==> src/rtl/game_flow_ctrl.sv <==
// Game-level flow FSM: start / play / dying / game-over sequencing, BCD score and
// high score keeping, and re-arming of the collision checker while idle.
module game_flow_ctrl #(
  parameter int unsigned DEATH_FRAMES = 60
) (
  input  logic        clk,
  input  logic        Reset,
  input  logic        frame_tick,
  input  logic        alive,
  input  logic        flap,
  input  logic        pipe_passed,
  output logic [1:0]  state,
  output logic        scroll_en,
  output logic        bird_frozen,
  output logic        checker_rst_n,
  output logic        game_over,
  output logic [11:0] score,
  output logic [11:0] high_score
);

  localparam int unsigned CntW = $clog2(DEATH_FRAMES + 1);

  typedef enum logic [1:0] {
    StIdle  = 2'd0,
    StPlay  = 2'd1,
    StDying = 2'd2,
    StOver  = 2'd3
  } state_e;

  state_e            state_q, state_d;
  logic              flap_q;
  logic [CntW-1:0]   cnt_q, cnt_d;
  logic [11:0]       score_q, score_d;
  logic [11:0]       high_q, high_d;
  logic [11:0]       score_inc;
  logic              flap_rise;
  logic              cnt_done;

  assign flap_rise = flap & ~flap_q;
  assign cnt_done  = (cnt_q == CntW'(DEATH_FRAMES));

  // Packed-BCD increment with digit carry; saturates at 999.
  always_comb begin
    score_inc = score_q;
    if (score_q != 12'h999) begin
      if (score_q[3:0] != 4'd9) begin
        score_inc[3:0] = score_q[3:0] + 4'd1;
      end else begin
        score_inc[3:0] = 4'd0;
        if (score_q[7:4] != 4'd9) begin
          score_inc[7:4] = score_q[7:4] + 4'd1;
        end else begin
          score_inc[7:4]  = 4'd0;
          score_inc[11:8] = score_q[11:8] + 4'd1;
        end
      end
    end
  end

  always_comb begin
    state_d = state_q;
    score_d = score_q;
    high_d  = high_q;
    cnt_d   = cnt_q;
    case (state_q)
      StIdle: begin
        if (flap_rise) begin
          state_d = StPlay;
          score_d = 12'h000;
        end
      end
      StPlay: begin
        // Death takes priority over a coincident pipe pass.
        if (!alive) begin
          state_d = StDying;
        end else if (pipe_passed) begin
          score_d = score_inc;
        end
      end
      StDying: begin
        if (cnt_done) begin
          state_d = StOver;
          cnt_d   = '0;
          // Packed BCD orders the same as the numeric value.
          if (score_q > high_q) begin
            high_d = score_q;
          end
        end else if (frame_tick) begin
          cnt_d = cnt_q + CntW'(1);
        end
      end
      StOver: begin
        if (flap_rise) begin
          state_d = StIdle;
        end
      end
      default: state_d = StIdle;
    endcase
  end

  always_ff @(posedge clk) begin
    if (!Reset) begin
      state_q <= StIdle;
      score_q <= 12'h000;
      high_q  <= 12'h000;
      cnt_q   <= '0;
      flap_q  <= 1'b1;  // a button held through reset must not start a game
    end else begin
      state_q <= state_d;
      score_q <= score_d;
      high_q  <= high_d;
      cnt_q   <= cnt_d;
      flap_q  <= flap;
    end
  end

  assign state         = state_q;
  assign scroll_en     = (state_q == StPlay);
  assign bird_frozen   = (state_q == StIdle) || (state_q == StOver);
  assign checker_rst_n = (state_q != StIdle);
  assign game_over     = (state_q == StOver);
  assign score         = score_q;
  assign high_score    = high_q;

endmodule

==> config.mk <==
export PLATFORM = sky130hd
export DESIGN_NAME = game_flow_ctrl
export DESIGN_NICKNAME = d
export VERILOG_FILES = /design/src/rtl/game_flow_ctrl.sv
export SDC_FILE = /design/constraint.sdc
export NUM_CORES = 1
export LEC_CHECK = 0
export ABC_CLOCK_PERIOD_IN_PS = 5700
export CAP_MARGIN = 25
export CORE_UTILIZATION = 57
export DETAILED_ROUTE_END_ITERATION = 8
export GPL_TIMING_DRIVEN = 0
export HOLD_SLACK_MARGIN = 0.08
export PLACE_DENSITY = 0.87
export SETUP_SLACK_MARGIN = 0.3
export SLEW_MARGIN = 20
export SYNTH_ARGS = -nofsm -noshare
export SYNTH_HDL_FRONTEND = slang
export SYNTH_SLANG_ARGS = --single-unit
==> constraint.sdc <==
create_clock -name clk -period 5.7 [get_ports clk]
set_clock_uncertainty 0.1 [all_clocks]
set_input_delay 1.14 -clock clk [delete_from_list [all_inputs] [get_ports clk]]
set_output_delay 1.14 -clock clk [all_outputs]
set_load 0.005 [all_outputs]
==> impl_results.html <==
<table>
<tr><th>Metric</th><th>Value</th></tr>
<tr><th colspan="2">Outcome</th></tr>
<tr><td>Status</td><td>complete, no violations</td></tr>
<tr><th colspan="2">Logic synthesis</th></tr>
<tr><td>Synthesized instance count</td><td>255</td></tr>
<tr><td>Avg Cell Area, Syn</td><td>8.27 sq um</td></tr>
<tr><td>Number of nets produced by synthesis</td><td>286</td></tr>
<tr><td>Ranking of synthesized cells by area</td><td>dfxtp_1 31%, ha_1 15%, inv_1 5.7%</td></tr>
<tr><td>Simple-gate share of the synthesized area</td><td>0.205</td></tr>
<tr><td>Fraction of post-synthesis cell area in the top cell type by area</td><td>0.313</td></tr>
<tr><td>Dominant cell type by area after synthesis</td><td>dfxtp_1</td></tr>
<tr><td>Number of flip-flops and latches in the synthesized netlist</td><td>33</td></tr>
<tr><td>Main combinational cell family by area after synthesis</td><td>simple AND/OR/NAND/NOR gates</td></tr>
<tr><td>Synthesized-area fraction occupied by xor and xnor cells</td><td>0.0415</td></tr>
<tr><td>Post-synthesis sequential area ratio</td><td>0.313</td></tr>
<tr><td>Flip-flop cell with the highest count after synthesis</td><td>dfxtp_1</td></tr>
<tr><td>List of most frequent post-synthesis cells</td><td>33 x dfxtp_1, 32 x inv_1, 25 x ha_1</td></tr>
<tr><td>Compound-Gate Fraction of Synth Area</td><td>0.199</td></tr>
<tr><td>Number of distinct library cell variants in the gate-level netlist after synthesis</td><td>43</td></tr>
<tr><td>Most common cell in the netlist</td><td>dfxtp_1</td></tr>
<tr><td>Asr flop ratio synth</td><td>0</td></tr>
<tr><td>Post-Synthesis Cell Area</td><td>0.00211 sq mm</td></tr>
<tr><td>Post-synth EDFFs</td><td>0</td></tr>
<tr><td>Proportion of synthesized area in mux cells</td><td>0.0142</td></tr>
<tr><td>Post-synthesis share of cell area spent on full adders, half adders and majority gates</td><td>0.148</td></tr>
<tr><td>Number of synthesis warnings</td><td>0</td></tr>
<tr><th colspan="2">STA</th></tr>
<tr><td>Worst rel slew slack</td><td>0.651</td></tr>
<tr><td>Final number of hold-violating endpoints</td><td>0</td></tr>
<tr><td>Top achievable clock speed</td><td>342 MHz</td></tr>
<tr><td>Final Slew Violations</td><td>0</td></tr>
<tr><td>Final Setup Violations</td><td>0</td></tr>
<tr><td>Sum of negative setup slack</td><td>0 ns</td></tr>
<tr><td>Final min period</td><td>2.92 ns</td></tr>
<tr><td>Worst-margin pin slew</td><td>0.520 ns</td></tr>
<tr><td>Final worst-path cycle share</td><td>0.513</td></tr>
<tr><td>Unrepaired setup endpoints after global routing</td><td>no</td></tr>
<tr><th colspan="2">CTS</th></tr>
<tr><td>Clock Tree Buf Depth</td><td>2</td></tr>
<tr><td>TritonCTS clock tree</td><td>done</td></tr>
<tr><td>Clock network latency to the later pin of the worst-skew pair</td><td>0.29 ns</td></tr>
<tr><td>Total of hold buffers inserted after clock tree synthesis</td><td>0</td></tr>
<tr><td>CTS root buf</td><td>clkbuf_8</td></tr>
<tr><td>CTS resizes</td><td>0</td></tr>
<tr><td>Number of buffers added for setup after CTS</td><td>0</td></tr>
<tr><td>Clock tree sinks</td><td>33</td></tr>
<tr><td># H-tree levels</td><td>2</td></tr>
<tr><td>Number of buffers added by the clock tree synthesis step</td><td>5</td></tr>
<tr><td>Clock-pin slew on the worst setup and hold paths</td><td>0.06 ns</td></tr>
<tr><th colspan="2">GRT</th></tr>
<tr><td>Via count of the first global-routing pass</td><td>1,905</td></tr>
<tr><td>GRT met2 Usage</td><td>0.440</td></tr>
<tr><td>Maximum number of pins on one net before global-route repair</td><td>11</td></tr>
<tr><td>Wire length of the first global-routing pass</td><td>8550 microns</td></tr>
<tr><td>Met3 routing resource usage after global routing</td><td>0.0584</td></tr>
<tr><td>Global-route usage over all layers</td><td>0.272</td></tr>
<tr><td>Antenna violations before repair</td><td>0</td></tr>
<tr><td>Residual overflow from global routing</td><td>0</td></tr>
<tr><td>Met1 Use GR</td><td>0.343</td></tr>
<tr><td>Global routing's busiest layer</td><td>met2</td></tr>
<tr><th colspan="2">Die</th></tr>
<tr><td>Width of the chip</td><td>62.8 microns</td></tr>
<tr><td>DIE AREA</td><td>0.00395 sq mm</td></tr>
<tr><td>Standard-cell rows</td><td>21</td></tr>
<tr><td>Ports</td><td>36</td></tr>
<tr><td>Core area</td><td>0.00344 sq mm</td></tr>
<tr><td>Initial core utilization</td><td>0.613</td></tr>
<tr><td>Die Y</td><td>62.8 microns</td></tr>
<tr><th colspan="2">Critical path</th></tr>
<tr><td>Data arrival, critical path</td><td>3.02 ns</td></tr>
<tr><td>Worst-path fanout max</td><td>10</td></tr>
<tr><td>Max stage delay cell, worst path</td><td>clkdlybuf4s50_1</td></tr>
<tr><td>Worst Setup Path Type</td><td>in2reg</td></tr>
<tr><td>Kind of launch point of the worst setup path</td><td>input port</td></tr>
<tr><td>Crit-path max cell delay</td><td>0.67 ns</td></tr>
<tr><td>Series of cell instances along the critical path</td><td>clkdlybuf4s50_1 -&gt; clkbuf_1 -&gt; buf_1 -&gt; o2111ai_1 -&gt; o211ai_1</td></tr>
<tr><td>Data required time of the critical path</td><td>5.80 ns</td></tr>
<tr><td>Nature of the critical path endpoint</td><td>flop</td></tr>
<tr><th colspan="2">Route</th></tr>
<tr><td>Number of iterations in the first detailed-routing pass</td><td>4</td></tr>
<tr><td>Drc violations</td><td>0</td></tr>
<tr><td>Total number of vias</td><td>1,975</td></tr>
<tr><td>Drt via density</td><td>5.76</td></tr>
<tr><td>Overall routed net length</td><td>4870 microns</td></tr>
<tr><td>WL per Instance</td><td>14.2 microns</td></tr>
<tr><td>1st-iter DRT viols</td><td>158</td></tr>
<tr><td>Final antenna-violating net count</td><td>0</td></tr>
<tr><th colspan="2">Layout</th></tr>
<tr><td>Layout Nets</td><td>328</td></tr>
<tr><td>Sequential cell area</td><td>661 sq um</td></tr>
<tr><td>Share of post-route cells with drive strength above 1</td><td>0.0471</td></tr>
<tr><td>Fraction of the core area covered by cells at the end of the flow</td><td>0.756</td></tr>
<tr><td>Fill cells</td><td>266</td></tr>
<tr><td>Area occupied by multi-input gates</td><td>0.00128 sq mm</td></tr>
<tr><td>Antenna cell count</td><td>0</td></tr>
<tr><td>Synth-to-Final Area Change</td><td>23.4%</td></tr>
<tr><th colspan="2">Worst hold path</th></tr>
<tr><td>Worst hold path class</td><td>reg2reg</td></tr>
<tr><th colspan="2">Placement</th></tr>
<tr><td>Final RePlAce weighted congestion</td><td>0.855</td></tr>
<tr><td>Post-DP HPWL</td><td>3440 microns</td></tr>
<tr><td>Buffers on Ports</td><td>35</td></tr>
<tr><th colspan="2">Pwr</th></tr>
<tr><td>Peak supply drop</td><td>178 uV</td></tr>
<tr><td>P_leak</td><td>0.000949 uW</td></tr>
<tr><td>Power Dens Cells</td><td>296 mW/mm^2</td></tr>
<tr><th colspan="2">Job</th></tr>
<tr><td>Max-cap viol count</td><td>0</td></tr>
</table>
## power breakdown
group / internal [uW] / switching [uW] / total [uW]
sequential: 245 / 22.8 / 267
clock: 95.8 / 83.3 / 179
combinational: 132 / 191 / 323
total: 472 / 297 / 770
## routing by layer
metal  up-vias  wire length, microns
li1        988                     -
met1       918                  2210
met2        60                  2280
met3         9                   297
met4         0                    85
met5         -                     0
## worst max-delay path, delay by kind of cell
family / cells / cell delay, ns
buffers and inverters: 3 / 1.54
AO/OA/AOI/OAI: 2 / 0.34
## sequential cells by signal, summed over array words and instances (netlist names)
| name | flops |
|---|---|
| cnt_q | 6 |
| flap_q | 1 |
| score | 12 |
| state | 2 |
| high_score | 12 |
## cells in the final DEF, fill, tap and decap left out, types with 5 or more instances in the layout
cell type	n
a21oi_1	12
nand2_1	21
or3_1	12
o211ai_1	12
clkbuf_1	5
a211oi_1	5
clkdlybuf4s50_1	35
inv_1	32
o2111ai_1	12
ha_1	25
nor2_1	20
dfxtp_1	33
nor3_1	6
clkbuf_8	6
xnor2_1	9
## stage by stage
stage,instance area (sq um),setup WS [ns],total power [uW],instances,hold slack [ns]
floorplan,2110,3.37,478,255,0.377
global placement,2520,2.52,583,336,0.398
detailed placement,2520,2.52,592,336,0.407
CTS,2600,2.79,768,343,0.416
global route,2600,2.63,819,343,0.456
finish,2600,2.78,770,343,0.416
## cell families after synthesis
kind of cell	Yosys count
fa+ha+maj	25
xor+xnor	10
simple gates	85
buf+inv	43
mux	3
flops	33
compound gates	56
## worst paths after layout
kind / from / end / slack [ns] / cells after the start
worst max-delay path: Reset / high_score[3]$_SDFFE_PN0P_ / 2.78 / 5
worst min-delay path: high_score[4]$_SDFFE_PN0P_ / high_score[4]$_SDFFE_PN0P_ / 0.42 / 2
worst max register to register: score[8]$_SDFFE_PN0P_ / high_score[3]$_SDFFE_PN0P_ / 3.26 / 7
worst min register to register: high_score[4]$_SDFFE_PN0P_ / high_score[4]$_SDFFE_PN0P_ / 0.42 / 2
## area by class of cell
class | count | share of cell area
buffer | 11 | 0.0178
clock buffer | 7 | 0.0332
inverter | 32 | 0.0461
multi-input combinational | 179 | 0.493
sequential | 33 | 0.254
tap | 46 | 0.0221
timing repair buffer | 35 | 0.135
Note: power is estimated with default switching activity, not from simulation.
